==> config.mk <==
export PLATFORM = sky130hd
export DESIGN_NAME = scaler_h_flat
export DESIGN_NICKNAME = d
export VERILOG_FILES = /design/src/rtl/scaler_pkg.sv /design/src/rtl/scaler_h_if.sv /design/src/rtl/scaler_h_interp.sv /design/src/rtl/scaler_h.sv /design/src/flat_wrapper.sv
export SDC_FILE = /design/constraint.sdc
export NUM_CORES = 1
export LEC_CHECK = 0
export ABC_CLOCK_PERIOD_IN_PS = 6100
export BUFFER_PORTS_ARGS = -buffer_cell sky130_fd_sc_hd__buf_2
export CAP_MARGIN = 20
export CORE_UTILIZATION = 35
export CTS_BUF_LIST = sky130_fd_sc_hd__clkbuf_2 sky130_fd_sc_hd__clkbuf_4 sky130_fd_sc_hd__clkbuf_8
export CTS_CLUSTER_DIAMETER = 150
export CTS_CLUSTER_SIZE = 20
export DETAILED_ROUTE_END_ITERATION = 8
export SKIP_CTS_REPAIR_TIMING = 1
export SLEW_MARGIN = 5
export SYNTH_ARGS = -nofsm -noshare
export SYNTH_HDL_FRONTEND = slang
export SYNTH_HIERARCHICAL = 1
export SYNTH_SLANG_ARGS = --single-unit
==> constraint.sdc <==
create_clock -name clk -period 6.1 [get_ports clk]
set_input_delay 1.22 -clock clk [delete_from_list [all_inputs] [get_ports clk]]
set_output_delay 1.22 -clock clk [all_outputs]
set_load 0.01 [all_outputs]
==> src/rtl/scaler_pkg.sv <==
// Fixed-point constants and helpers shared by the scaler_v / scaler_h chain.
package scaler_pkg;

    localparam int unsigned STEP_FRAC    = 12;
    localparam int unsigned LINE_STEP    = 1 << STEP_FRAC;
    localparam logic [15:0] LINE_STEP_16 = 16'(LINE_STEP);

    typedef enum logic [1:0] {StIdle, StFirst, StRun} scaler_h_state_e;

    // Upscaling is not supported; anything finer than 1:1 degrades to bypass.
    function automatic logic [15:0] clamp_step(input logic [15:0] step);
        return (step < LINE_STEP_16) ? LINE_STEP_16 : step;
    endfunction

endpackage

==> src/rtl/scaler_h_if.sv <==
// Pixel stream and line configuration between the horizontal scaler and its neighbours.
interface scaler_h_if #(
    parameter int unsigned PIXEL_WIDTH = 8
);
    logic [15:0]            line_in_size;
    logic [15:0]            scale_step;
    logic [PIXEL_WIDTH-1:0] di_i;
    logic                   de_i;
    logic                   hs_i;
    logic                   vs_i;
    logic [PIXEL_WIDTH-1:0] do_o;
    logic                   de_o;
    logic                   hs_o;
    logic                   vs_o;

    modport master (
        output line_in_size, scale_step, di_i, de_i, hs_i, vs_i,
        input  do_o, de_o, hs_o, vs_o
    );

    modport slave (
        input  line_in_size, scale_step, di_i, de_i, hs_i, vs_i,
        output do_o, de_o, hs_o, vs_o
    );
endinterface

==> src/rtl/scaler_h_interp.sv <==
// Two-stage linear interpolator: weighted sum with half-up rounding, then output register.
module scaler_h_interp
    import scaler_pkg::*;
#(
    parameter int unsigned PIXEL_WIDTH = 8
) (
    input  logic                   clk,
    input  logic                   rst,
    input  logic                   i_vld,
    input  logic                   i_hs,
    input  logic                   i_vs,
    input  logic [PIXEL_WIDTH-1:0] i_prev,
    input  logic [PIXEL_WIDTH-1:0] i_cur,
    input  logic [STEP_FRAC-1:0]   i_frac,
    output logic [PIXEL_WIDTH-1:0] o_pix,
    output logic                   o_vld,
    output logic                   o_hs,
    output logic                   o_vs
);
    localparam int unsigned SumW = PIXEL_WIDTH + STEP_FRAC + 1;

    logic [SumW-1:0] w_sum;
    logic [SumW-1:0] r_sum;
    logic            r_vld;
    logic            r_hs;
    logic            r_vs;

    // Weights sum to LINE_STEP, so the shifted result always fits the pixel range.
    always_comb begin
        w_sum = SumW'(i_prev) * (SumW'(LINE_STEP) - SumW'(i_frac))
              + SumW'(i_cur) * SumW'(i_frac)
              + SumW'(LINE_STEP / 2);
    end

    always_ff @(posedge clk) begin
        if (rst) begin
            r_sum <= '0;
            r_vld <= 1'b0;
            r_hs  <= 1'b0;
            r_vs  <= 1'b0;
            o_pix <= '0;
            o_vld <= 1'b0;
            o_hs  <= 1'b0;
            o_vs  <= 1'b0;
        end else begin
            r_vld <= i_vld;
            r_hs  <= i_vld & i_hs;
            r_vs  <= i_vld & i_vs;
            if (i_vld) begin
                r_sum <= w_sum;
            end
            o_vld <= r_vld;
            o_hs  <= r_hs;
            o_vs  <= r_vs;
            if (r_vld) begin
                o_pix <= PIXEL_WIDTH'(r_sum >> STEP_FRAC);
            end
        end
    end

endmodule

==> src/rtl/scaler_h.sv <==
// Horizontal downscaler: phase accumulator and index counter pick pixel pairs for the
// interpolator; hs/vs are re-attached to the first output pixel of each line.
module scaler_h
    import scaler_pkg::*;
#(
    parameter int unsigned PIXEL_WIDTH      = 8,
    parameter int unsigned LINE_IN_SIZE_MAX = 1024
) (
    input logic       clk,
    input logic       rst,
    scaler_h_if.slave bus
);
    localparam int unsigned     IdxW   = $clog2(LINE_IN_SIZE_MAX + 1);
    localparam logic [IdxW-1:0] IdxMax = '1;

    scaler_h_state_e        r_state;
    logic [15:0]            r_step;
    logic [15:0]            r_resid;
    logic [IdxW-1:0]        r_idx;
    logic [PIXEL_WIDTH-1:0] r_prev;
    logic                   r_hs_pend;
    logic                   r_vs_pend;
    logic                   r_cap_vld;
    logic                   r_cap_hs;
    logic                   r_cap_vs;
    logic [PIXEL_WIDTH-1:0] r_cap_prev;
    logic [PIXEL_WIDTH-1:0] r_cap_cur;
    logic [STEP_FRAC-1:0]   r_cap_frac;

    logic        w_hs;
    logic        w_acc;
    logic        w_bypass;
    logic        w_near;
    logic        w_emit;
    logic [15:0] w_step;

    always_comb begin
        w_hs     = bus.de_i & bus.hs_i;
        w_step   = w_hs ? clamp_step(bus.scale_step) : r_step;
        w_bypass = (w_step == LINE_STEP_16);
        w_acc    = bus.de_i & ~bus.hs_i & (r_state != StIdle)
                 & (16'(r_idx) <= bus.line_in_size);
        w_near   = (r_resid < LINE_STEP_16);
        // The line-start pixel only completes a pair in bypass mode.
        w_emit   = w_hs ? w_bypass : (w_acc & (w_bypass | w_near));
    end

    always_ff @(posedge clk) begin
        if (rst) begin
            r_state    <= StIdle;
            r_step     <= LINE_STEP_16;
            r_resid    <= '0;
            r_idx      <= '0;
            r_prev     <= '0;
            r_hs_pend  <= 1'b0;
            r_vs_pend  <= 1'b0;
            r_cap_vld  <= 1'b0;
            r_cap_hs   <= 1'b0;
            r_cap_vs   <= 1'b0;
            r_cap_prev <= '0;
            r_cap_cur  <= '0;
            r_cap_frac <= '0;
        end else begin
            r_cap_vld <= w_emit;
            r_cap_hs  <= w_emit & (r_hs_pend | w_hs);
            r_cap_vs  <= w_emit & (r_vs_pend | (w_hs & bus.vs_i));
            if (w_emit) begin
                r_cap_prev <= w_bypass ? bus.di_i : r_prev;
                r_cap_cur  <= bus.di_i;
                r_cap_frac <= w_bypass ? '0 : r_resid[STEP_FRAC-1:0];
            end
            if (w_hs) begin
                r_state   <= StFirst;
                r_step    <= w_step;
                r_idx     <= IdxW'(1);
                r_resid   <= '0;
                r_prev    <= bus.di_i;
                r_hs_pend <= ~w_emit;
                r_vs_pend <= ~w_emit & (r_vs_pend | bus.vs_i);
            end else if (w_acc) begin
                r_state <= StRun;
                r_prev  <= bus.di_i;
                if (r_idx != IdxMax) begin
                    r_idx <= r_idx + 1'b1;
                end
                if (w_near) begin
                    r_resid <= r_resid + r_step - LINE_STEP_16;
                end else begin
                    r_resid <= r_resid - LINE_STEP_16;
                end
                if (w_emit) begin
                    r_hs_pend <= 1'b0;
                    r_vs_pend <= 1'b0;
                end
            end
        end
    end

    scaler_h_interp #(
        .PIXEL_WIDTH(PIXEL_WIDTH)
    ) u_interp (
        .clk   (clk),
        .rst   (rst),
        .i_vld (r_cap_vld),
        .i_hs  (r_cap_hs),
        .i_vs  (r_cap_vs),
        .i_prev(r_cap_prev),
        .i_cur (r_cap_cur),
        .i_frac(r_cap_frac),
        .o_pix (bus.do_o),
        .o_vld (bus.de_o),
        .o_hs  (bus.hs_o),
        .o_vs  (bus.vs_o)
    );

endmodule

==> src/flat_wrapper.sv <==
// flat-port wrapper written by rule: the top's interface ports become plain ports
module scaler_h_flat import scaler_pkg::*;
#(
    parameter int unsigned PIXEL_WIDTH      = 8,
    parameter int unsigned LINE_IN_SIZE_MAX = 1024
)
  (clk, rst, bus_line_in_size, bus_scale_step, bus_di_i, bus_de_i, bus_hs_i, bus_vs_i, bus_do_o, bus_de_o, bus_hs_o, bus_vs_o);
  scaler_h_if #(.PIXEL_WIDTH(PIXEL_WIDTH)) bus_i ();
  input logic clk;
  input logic rst;
  input wire logic [$bits(bus_i.line_in_size)-1:0] bus_line_in_size;
  input wire logic [$bits(bus_i.scale_step)-1:0] bus_scale_step;
  input wire logic [$bits(bus_i.di_i)-1:0] bus_di_i;
  input wire logic [$bits(bus_i.de_i)-1:0] bus_de_i;
  input wire logic [$bits(bus_i.hs_i)-1:0] bus_hs_i;
  input wire logic [$bits(bus_i.vs_i)-1:0] bus_vs_i;
  output wire logic [$bits(bus_i.do_o)-1:0] bus_do_o;
  output wire logic [$bits(bus_i.de_o)-1:0] bus_de_o;
  output wire logic [$bits(bus_i.hs_o)-1:0] bus_hs_o;
  output wire logic [$bits(bus_i.vs_o)-1:0] bus_vs_o;
  assign bus_i.line_in_size = bus_line_in_size;
  assign bus_i.scale_step = bus_scale_step;
  assign bus_i.di_i = bus_di_i;
  assign bus_i.de_i = bus_de_i;
  assign bus_i.hs_i = bus_hs_i;
  assign bus_i.vs_i = bus_vs_i;
  assign bus_do_o = bus_i.do_o;
  assign bus_de_o = bus_i.de_o;
  assign bus_hs_o = bus_i.hs_o;
  assign bus_vs_o = bus_i.vs_o;
  scaler_h #(.PIXEL_WIDTH(PIXEL_WIDTH), .LINE_IN_SIZE_MAX(LINE_IN_SIZE_MAX)) u_core (.clk(clk), .rst(rst), .bus(bus_i));
endmodule
==> summary.md, run 1 <==
| Metric | Value |
|---|---|
| Fin crit share | `1.063` |
| Setup violators final | `8` |
| Setup CP Type | `reg2reg` |
| Place WS | `-411.4 ps` |
| Buffers added on ports | `55` |
| R2R Setup Slk | `-390 ps` |
| Routed wire per std cell | `between 15 and 20 um` |
| GRT Total Usage | `0.1763` |
| Die Wd | `190.8 um` |
| DP HPWL | `around 24000 um` |
| Routed vias | `~9800` |
| Die height | `190.8 um` |
| Unrepaired setup endpoints after global routing | `yes` |
| Detailed Routing Iterations Pass 1 | `5` |
| P per Cell Area | `~110 nW/um^2` |
| Clk root buf | `clkbuf_8` |
| Skew final | `between 20 and 25 ps` |
| Rows | `roughly 70` |
| # IOs | `56` |
| Synth unique cells | `a little over 70` |
| Register area share after synthesis | `0.1734` |
| Slew Limit Fails | `0` |
| Fmax | `between 150 and 200 MHz` |
| Core footprint | `34800 um^2` |
| WHS | `around 440 ps` |
| CP Capture Type | `register` |
| Top FF cell, synth | `dfxtp_1` |
| Vias in the first global route | `10189` |
| Lkg Pwr | `about 6.9 nW` |
| Slew headroom | `0.3656` |
| Mean Syn Cell Area | `a little under 9 um^2` |
| Worst skew pair latency | `about 400 ps` |
| Via density | `about 5` |
| Critical Path AT | `a little under 7000 ps` |
| Fin crit period | `between 6000 and 7000 ps` |
| Failing checks | `negative setup slack` |
| Max-Cap Viols | `0` |
| DRT antenna net count | `0` |
| Clock slew at reported path FFs | `roughly 120 ps` |
| CTS max path bufs | `2` |
| DRC Markers | `0` |
| Max FO, Critical Path | `8` |
| Final instance area | `14170 um^2` |
| Area growth syn-to-layout | `13.66%` |
| Grt ovf | `0` |
| Filler instances | `around 3500` |
| Share of layout cells above drive strength 1 | `0.1440` |
| DR iter-0 viols | `600` |
| TritonCTS clock tree | `yes` |
| Crit start category | `register` |
| Worst slew pin tran | `951.6 ps` |
| Finished Core Util | `0.4073` |
| Mapped Cells | `1425` |
| CP required | `roughly 6400 ps` |
| Worst hold path class | `reg2reg` |
| Status | `complete, but fails checks` |
| Initial core utilization | `0.3584` |
| Dpl cell area | `about 14000 um^2` |
| Warnings, synthesis | `6` |
| Num CTS Buffers | `9` |
| First-pass GRT wire length | `between 50000 and 60000 um` |
| Post-synth EDFFs | `0` |
| GP Congestion | `0.9325` |
| DRT Wirelength | `a little over 30000 um` |
| Largest net degree at the start of global routing | `47` |
| Synthesized Nets | `1752` |
| Initial antenna violation count | `1` |
| Setup WS post-layout | `-385.9 ps` |
| Full die area | `approximately 36000 um^2` |
| VDD IR-drop max | `0.1087 mV` |
| Final Net Count | `roughly 1800` |
| Final hold vios | `0` |
| Async SR Flop Fraction | `0` |
| Mapped Area | `around 12000 um^2` |
| Clock net sink count | `~110` |
| #FFs+latches synth | `about 110` |
| H-tree depth | `3` |
## registers in the layout, indices dropped and copies added, names as in the netlist, 2 cells and up
name / count
u_core/u_interp/o_pix: 8
u_core/r_prev: 8
u_core/r_cap_cur: 8
u_core/r_state: 2
u_core/r_cap_frac: 12
u_core/u_interp/r_sum: 8
u_core/r_step: 16
u_core/r_resid: 16
u_core/r_idx: 11
u_core/r_cap_prev: 8
## cell type report
cell class | count | area (um^2) | share of cell area
Tap cell | 455 | 569.3 | 0.04016
Inverter | 266 | 1001 | 0.07062
Timing Repair Buffer | 133 | 875.8 | 0.06179
Sequential cell | 108 | 2167 | 0.1529
Clock buffer | 11 | 145.1 | 0.01024
Multi-Input combinational cell | 984 | 9348 | 0.6595
Antenna cell | 1 | 2.502 | 0.0001765
Clock inverter | 5 | 66.31 | 0.004678
## worst paths after layout
check                                                 end  cells past startpoint            startpoint
worst max register to register  u_core/u_interp/r_sum[18]                     20  u_core/r_cap_frac[3]
worst min-delay path                 u_core/u_interp/r_vs                      1       u_core/r_cap_vs
worst max-delay path            u_core/u_interp/r_sum[18]                     20  u_core/r_cap_frac[3]
worst min register to register       u_core/u_interp/r_vs                      1       u_core/r_cap_vs
## cells by family after synthesis
family / Yosys count / synth area share
AOI/OAI and AO/OA: 212 / 0.1150
xor gates and xnor gates: 29 / 0.02037
adders and majority gates: 282 / 0.3774
buffers and inverters: 333 / 0.1020
DFF: 108 / 0.1734
muxes: 32 / 0.02579
and+or+nand+nor: 429 / 0.1860
## power by group
group | switching, mW | internal (mW)
registers | 0.0369 | 0.727
logic | 0.163 | 0.114
clock network | 0.275 | 0.212
total | 0.476 | 1.05
## synthesized netlist by cell type (all sizes together) (9+ instances only)
library cell / number / share of area
o21ai: 37 / 0.015
a21oi: 60 / 0.025
nand2: 97 / 0.029
nor2: 56 / 0.017
a21o: 14 / 0.0084
dfxtp: 108 / 0.17
o31ai: 9 / 0.0054
and2: 140 / 0.070
nand4: 24 / 0.012
nor4: 11 / 0.0079
a22oi: 12 / 0.0072
nand2b: 22 / 0.011
ha: 125 / 0.13
a31oi: 11 / 0.0055
inv: 266 / 0.080
nor3: 17 / 0.0072
xnor2: 16 / 0.011
and3: 13 / 0.0065
mux2i: 31 / 0.025
clkbuf: 60 / 0.018
xor2: 13 / 0.0091
nand3: 25 / 0.010
fa: 157 / 0.25
a211oi: 16 / 0.0096
## critical path: stages, from the launching register on
cell	delay (ps)
dfxtp_2	340
or4_4	540
or3_4	440
and3_4	210
fa_1	540
inv_2	40
fa_2	560
inv_2	40
fa_2	530
fa_2	440
fa_1	490
inv_1	50
fa_1	380
inv_2	90
ha_4	200
a21o_1	200
a2111oi_4	390
o21ai_4	160
a21o_1	230
a211o_1	260
a32o_1	240
## routing by layer
metal,vias up,share of wire,global-route usage
met5,-,0,0
li1,4793,-,-
met1,4842,0.46,0.2305
met2,149,0.49,0.3027
met4,0,0.027,0.06338
met3,32,0.025,0.01399
## per-stage QoR
stage	total power [mW]	std cells	setup TNS, ps
after floorplan	0.9465	1425	-376.7
after global placement	1.045	1938	-1875
after detailed placement	1.052	1939	-2624
after CTS	1.539	1955	-2911
after global routing	1.604	1963	-4170
final	1.529	1963	-2450
## placed cells by master, fill, tap and decap left out, drive strengths merged, types with 5 or more instances in the layout
cell    count
nand4      24
o211ai      6
a21o       14
inv       269
nor4       11
a22oi      12
dfxtp     108
or4         5
a31oi      11
and3       13
nor2b       5
a21oi      60
a211oi     16
or3         6
nor2       56
xnor2      16
o31ai       9
nand2b     22
buf       133
clkbuf     11
nand3      25
o21ai      37
xor2       13
fa        157
o311ai      8
nor3       17
nand2      97
ha        125
and2      140
mux2i      31
(Power assumes the default switching activity.)
==> run 2: changes to the inputs <==
Settings changed: SKIP_CTS_REPAIR_TIMING 1 to unset.
==> run 2 against run 1 <==
- the run still ends with negative setup slack left
- global-route usage up 0.13 points
- hold slack worse by 0.71 ps
- maximum frequency about the same
- via count up 1.1%
- utilization up 0.50 points
- final area up 1.2%
- first-iteration DRC count up 1.5%
- die area unchanged
- wire length up 0.97%
- clock-buffer cell count unchanged
- largest cell class unchanged
==> summary.md, run 2 (synthesis gave the netlist of run 1 again) <==
| Metric | Value |
|---|---|
| CTS max path bufs | `2` |
| P per Cell Area | `~110 nW/um^2` |
| DRT Wirelength | `just over 30000 um` |
| DRC Markers | `0` |
| Met2 Track Usage GR | `0.3053` |
| Max FO, Critical Path | `7` |
| Slew headroom | `0.3664` |
| GP Congestion | `roughly 0.93` |
| Largest registers | `u_core/r_resid: 16 flops, u_core/r_step: 16 flops, u_core/r_cap_frac: 12 flops` |
| Clock slew at reported path FFs | `between 100 and 150 ps` |
| Max-Cap Viols | `0` |
| Die Wd | `around 190 um` |
| DRT antenna net count | `0` |
| Worst slew pin tran | `between 900 and 1000 ps` |
| Num CTS Buffers | `9` |
| Met1 Usage GRT | `0.2314` |
| Largest net degree at the start of global routing | `between 40 and 50` |
| H-tree depth | `3` |
| Failing checks | `negative setup slack` |
| Initial antenna violation count | `1` |
| Vias in the first global route | `approximately 10000` |
| Clock net sink count | `between 100 and 150` |
| Area growth syn-to-layout | `15.07%` |
| # IOs | `56` |
| Fmax | `~150 MHz` |
| Crit path from | `u_core/r_cap_frac[0]` |
| Filler instances | `roughly 3400` |
| Worst skew pair latency | `around 400 ps` |
| R2R Setup Slk | `-390 ps` |
| Met3 GRT Util | `0.01491` |
| Die height | `between 150 and 200 um` |
| Worst hold path class | `reg2reg` |
| Via density | `just over 5` |
| First-pass GRT wire length | `51530 um` |
| CP required | `approximately 6400 ps` |
| Most frequent cells in the layout | `256 x inv_1, 151 x fa_1, 134 x and2_1` |
| Critical Path AT | `~6800 ps` |
| Status | `complete, but fails checks` |
| Core footprint | `roughly 35000 um^2` |
| Slew Limit Fails | `0` |
| Initial core utilization | `0.3584` |
| GRT Total Usage | `0.1776` |
| Routed wire per std cell | `approximately 16 um` |
| Fin crit period | `around 6500 ps` |
| CP Capture Type | `register` |
| Final Net Count | `between 1500 and 2000` |
| Skew final | `approximately 24 ps` |
| Final hold vios | `0` |
| Gr busiest metal | `met2` |
| Critical R2R Capture | `u_core/u_interp/r_sum[19]` |
| Fin crit share | `1.063` |
| DR iter-0 viols | `approximately 600` |
| Buffers added on ports | `55` |
| VDD IR-drop max | `about 0.11 mV` |
| Hold-fix buffers at CTS | `0` |
| Worst R2R Start | `u_core/r_cap_frac[0]` |
| Rows | `68` |
| Dpl cell area | `about 14000 um^2` |
| Hold path start | `u_core/r_cap_vs` |
| CP endpoint | `u_core/u_interp/r_sum[19]` |
| Full die area | `between 30000 and 40000 um^2` |
| Setup violators final | `8` |
| FF+latch area | `roughly 2200 um^2` |
| Commonest non-fill, non-tap cell in the layout | `inv_1` |
| Share of layout cells above drive strength 1 | `0.1570` |
| Unrepaired setup endpoints after global routing | `yes` |
| Multi-input combinational cell area | `~9400 um^2` |
| Routed vias | `between 9000 and 10000` |
| Grt ovf | `0` |
| Lkg Pwr | `approximately 7.0 nW` |
| Final instance area | `around 14000 um^2` |
| Crit start category | `register` |
| WHS | `between 400 and 500 ps` |
| TritonCTS clock tree | `yes` |
| Setup WS post-layout | `-387.2 ps` |
| Worst Reg-to-Reg Cells | `23` |
| Clk root buf | `clkbuf_8` |
| Detailed Routing Iterations Pass 1 | `7` |
| Setup CP Type | `reg2reg` |
| DP HPWL | `24340 um` |
## run 2: power by group
group          internal (mW)  leakage (nW)  total, mW  switching (mW)
clock                  0.212         0.106      0.485           0.273
combinational          0.117          5.98      0.283           0.166
sequential             0.727         0.878      0.764          0.0374
## run 2: layout make-up
cell class	count	area share
Tap cell	455	0.03967
Clock buffer	11	0.01011
Multi-Input combinational cell	984	0.6574
Inverter	266	0.06975
Sequential cell	108	0.1509
Clock inverter	5	0.004621
Antenna cell	1	0.0001744
Timing Repair Buffer	142	0.06731
## run 2: worst min path at each step
| stage | end | slack, ps | cells past startpoint |
|---|---|---|---|
| final | u_core/u_interp/r_vs | 440 | 1 |
| after global routing | u_core/u_interp/r_vs | 450 | 1 |
| after CTS | u_core/u_interp/r_vs | 440 | 1 |
| after detailed placement | u_core/u_interp/r_vs | 420 | 1 |
| after global placement | u_core/u_interp/r_vs | 420 | 1 |
| after floorplan | u_core/u_interp/r_hs | 410 | 1 |
## run 2: layer usage
layer / share of wire / vias to the layer above / wire length [um]
met2: 0.49 / 186 / 15090
met1: 0.45 / 4892 / 13890
met5: 0 / - / 0
li1: - / 4810 / -
met4: 0.027 / 0 / 839
met3: 0.031 / 33 / 950
## run 2: critical path, cell delays in order, from the launching register on
cell       delay, ps
dfxtp_4          360
or4_4            530
buf_6            140
nor4_4           190
buf_4            180
xnor2_2           80
buf_6            150
and2_1           160
fa_1             500
inv_1             50
fa_1             510
inv_2             40
fa_1             520
fa_1             450
fa_1             500
inv_1             50
fa_1             510
inv_2             50
ha_4             160
a2111oi_4        360
o21ai_4          160
a21o_1           230
a2111o_1         370
o211a_1          130
## run 2: stage by stage
step                      setup slack (ps)  utilization  std cells  TNS, ps  power, mW
after floorplan                     -135.5            -       1425   -376.7     0.9465
after global placement              -336.4       0.3949       1938    -1875      1.045
after detailed placement            -411.4       0.3953       1939    -2624      1.052
after CTS                           -340.8       0.4078       1965    -2152      1.544
after global routing                -633.3       0.4124       1972    -4534      1.610
final                               -387.2       0.4124       1972    -2518      1.533
## run 2: what timing repair did
item | in CTS | in global routing
resized for setup | 28 | 24
endpoints found under the setup margin | 8 | 8
pin swaps | 19 | 36
gates cloned | 0 | 0
buffers inserted | 10 | 6
==> run 3: changes to the inputs <==
==> constraint.sdc (replaced) <==
create_clock -name clk -period 6.1 [get_ports clk]
set_input_delay 0.305 -clock clk [delete_from_list [all_inputs] [get_ports clk]]
set_output_delay 0.305 -clock clk [all_outputs]
set_load 0.01 [all_outputs]
==> run 3 against run 2 <==
- combinational power is essentially flat
- the run still ends with negative setup slack left
- clock-buffer cell count decreased by 1
- sequential cell count did not move
- utilization fell by 0.24 points
- global-route usage fell by 0.063 points
- critical path depth stayed put
- maximum frequency down 0.54%
- final cell count is 0.25% lower
- via count decreased by 0.66%
- wire length fell by 0.23%
- critical endpoint is now u_core/u_interp/r_sum[18]
- hold slack worse by 290 ps
==> summary.md, run 3 (synthesis gave the netlist of run 1 again) <==
| Metric | Value |
|---|---|
| H-tree depth | `3` |
| Clock slew at reported path FFs | `roughly 120 ps` |
| Full die area | `approximately 36000 um^2` |
| Slew headroom | `0.3842` |
| GRT Total Usage | `0.1770` |
| Most frequent cells in the layout | `257 x inv_1, 150 x fa_1, 132 x and2_1` |
| Setup violators final | `8` |
| VDD IR-drop max | `~0.15 mV` |
| First-pass GRT wire length | `slightly above 50000 um` |
| Final hold vios | `0` |
| Max-Cap Viols | `0` |
| Worst hold path class | `in2reg` |
| CP Capture Type | `register` |
| Overall power | `1.487 mW` |
| Reg power frac | `0.514` |
| Rows | `68` |
| Initial core utilization | `0.3584` |
| DR iter-0 viols | `around 480` |
| P per Cell Area | `~100 nW/um^2` |
| DP HPWL | `approximately 24000 um` |
| Worst slew pin tran | `around 920 ps` |
| Clk root buf | `clkbuf_8` |
| DRT antenna net count | `0` |
| Non-filler cells in the finished layout | `1967` |
| CP max stage cell | `or4_4` |
| Cell family with most CP delay | `adder cells` |
| Failing checks | `negative setup slack` |
| Met2 Track Usage GR | `0.3025` |
| Largest net degree at the start of global routing | `79` |
| Cell mode on critical path | `fa_1` |
| Routed wire per std cell | `15.61 um` |
| Largest registers | `u_core/r_resid: 16 flops, u_core/r_step: 16 flops, u_core/r_cap_frac: 12 flops` |
| Cell chain of the critical path | `or4_4 -> buf_6 -> nor4_4 -> buf_4 -> xnor2_4 -> buf_6 -> and2_4 -> fa_1 -> inv_1 -> fa_1 -> inv_1 -> fa_1 -> fa_1 -> fa_1 -> inv_1 -> fa_1 -> inv_1 -> ha_4 -> a2111oi_4 -> o21ai_4 -> a21o_1 -> a211o_1 -> a32o_1` |
| Lkg Pwr | `around 6.9 nW` |
| Core footprint | `34800 um^2` |
| Num CTS Buffers | `9` |
| Crit start category | `register` |
| Max stage delay on crit path | `550 ps` |
| Gr busiest metal | `met2` |
| DRC Markers | `0` |
| Fin crit share | `1.069` |
| Max FO, Critical Path | `7` |
| Skew final | `about 19 ps` |
| Buffers added on ports | `55` |
| TritonCTS clock tree | `yes` |
| Unrepaired setup endpoints after global routing | `yes` |
| Switching part of the total | `0.3203` |
| Routed vias | `between 9000 and 10000` |
| Die height | `190.8 um` |
| WHS | `142.9 ps` |
| Via density | `roughly 5.0` |
| Comb power frac | `0.188` |
| Worst skew pair latency | `400 ps` |
| Met3 GRT Util | `0.01564` |
| DP Cell Count | `1937` |
| Clock power frac | `0.298` |
| Share of layout cells above drive strength 1 | `0.1535` |
| Fin crit period | `about 6500 ps` |
| P_sw | `roughly 0.48 mW` |
| Status | `complete, but fails checks` |
| Area growth syn-to-layout | `14.40%` |
| Setup CP Type | `reg2reg` |
| Critical Path AT | `between 6000 and 7000 ps` |
| Setup WS post-layout | `-422.2 ps` |
| Die Wd | `~190 um` |
| Final Net Count | `~1800` |
| Slew Limit Fails | `0` |
| Met1 Usage GRT | `0.2314` |
| Commonest non-fill, non-tap cell in the layout | `inv_1` |
| Grt ovf | `0` |
| # IOs | `56` |
| CTS max path bufs | `2` |
| Detailed Routing Iterations Pass 1 | `5` |
| Initial antenna violation count | `1` |
| Vias in the first global route | `around 10000` |
| CP required | `between 6000 and 7000 ps` |
| Fmax | `between 150 and 200 MHz` |
| Buffers & Inverters on Critical Path | `7` |
| GP Congestion | `approximately 0.94` |
| DRT Wirelength | `around 30000 um` |
| Int Power | `just over 1 mW` |
| Clock net sink count | `about 110` |
-- run 3: cell types whose count changed in the layout (fill, tap and decap cells not counted), sizes merged --
cell,delta
bufinv,-1
clkinv,+3
clkbuf,-1
clkinvlp,-1
buf,-5
-- run 3: worst reg2reg max path, delay by kind of cell, from the launching register on --
family	cells	cell delay, ps
simple gates	3	940
xor+xnor	1	80
fa+ha+maj	7	3070
flops	1	330
compound gates	5	1330
buf+inv	7	680
-- run 3: metal layers --
| metal | up-vias | part of all wire |
|---|---|---|
| met2 | 164 | 0.49 |
| li1 | 4792 | - |
| met3 | 41 | 0.028 |
| met4 | 0 | 0.028 |
| met1 | 4859 | 0.45 |
| met5 | - | 0 |
-- run 3: final cells by class --
| class | count | area, um^2 |
|---|---|---|
| Sequential cell | 108 | 2167 |
| Clock buffer | 10 | 137.6 |
| Inverter | 266 | 1001 |
| Clock inverter | 6 | 56.30 |
| Antenna cell | 1 | 2.502 |
| Multi-Input combinational cell | 984 | 9423 |
| Timing Repair Buffer | 137 | 909.6 |
| Fill cell | 3414 | 20530 |
| Tap cell | 455 | 569.3 |
-- run 3: timing repair --
action                                  CTS  global route
pin swaps                                11            27
gates resized for setup                  10            36
buffers inserted                          5             8
endpoints found under the setup margin    8             8
hold buffers                              0             0
-- run 3: metrics by stage --
| step | setup WS (ps) | TNS (ps) | instance area [um^2] | utilization |
|---|---|---|---|---|
| floorplan | -135.5 | -376.7 | 12660 | - |
| global placement | -331.5 | -1892 | 13730 | 0.3945 |
| detailed placement | -419.2 | -2724 | 13740 | 0.3949 |
| CTS | -389.8 | -2712 | 14020 | 0.4028 |
| global route | -620.7 | -4422 | 14270 | 0.4100 |
| finish | -422.2 | -2731 | 14270 | 0.4100 |
-- run 3: worst paths after layout --
check,end,slack [ps],depth (start not counted),startpoint
setup / recovery,u_core/u_interp/r_sum[18],-420,23,u_core/r_cap_frac[2]
hold / removal,u_core/r_step[13],140,3,bus_scale_step[13]
setup reg to reg,u_core/u_interp/r_sum[18],-420,23,u_core/r_cap_frac[2]
hold reg to reg,u_core/u_interp/r_hs,440,1,u_core/r_cap_hs
-- run 3: power by group through the flow --
stage                     Combinational, mW  Sequential, mW  Clock (mW)
after floorplan                       0.191           0.755           0
after global placement                0.264           0.780           0
after detailed placement              0.271           0.780           0
after CTS                             0.275           0.764       0.459
after global routing                  0.316           0.769       0.487
final                                 0.280           0.765       0.443
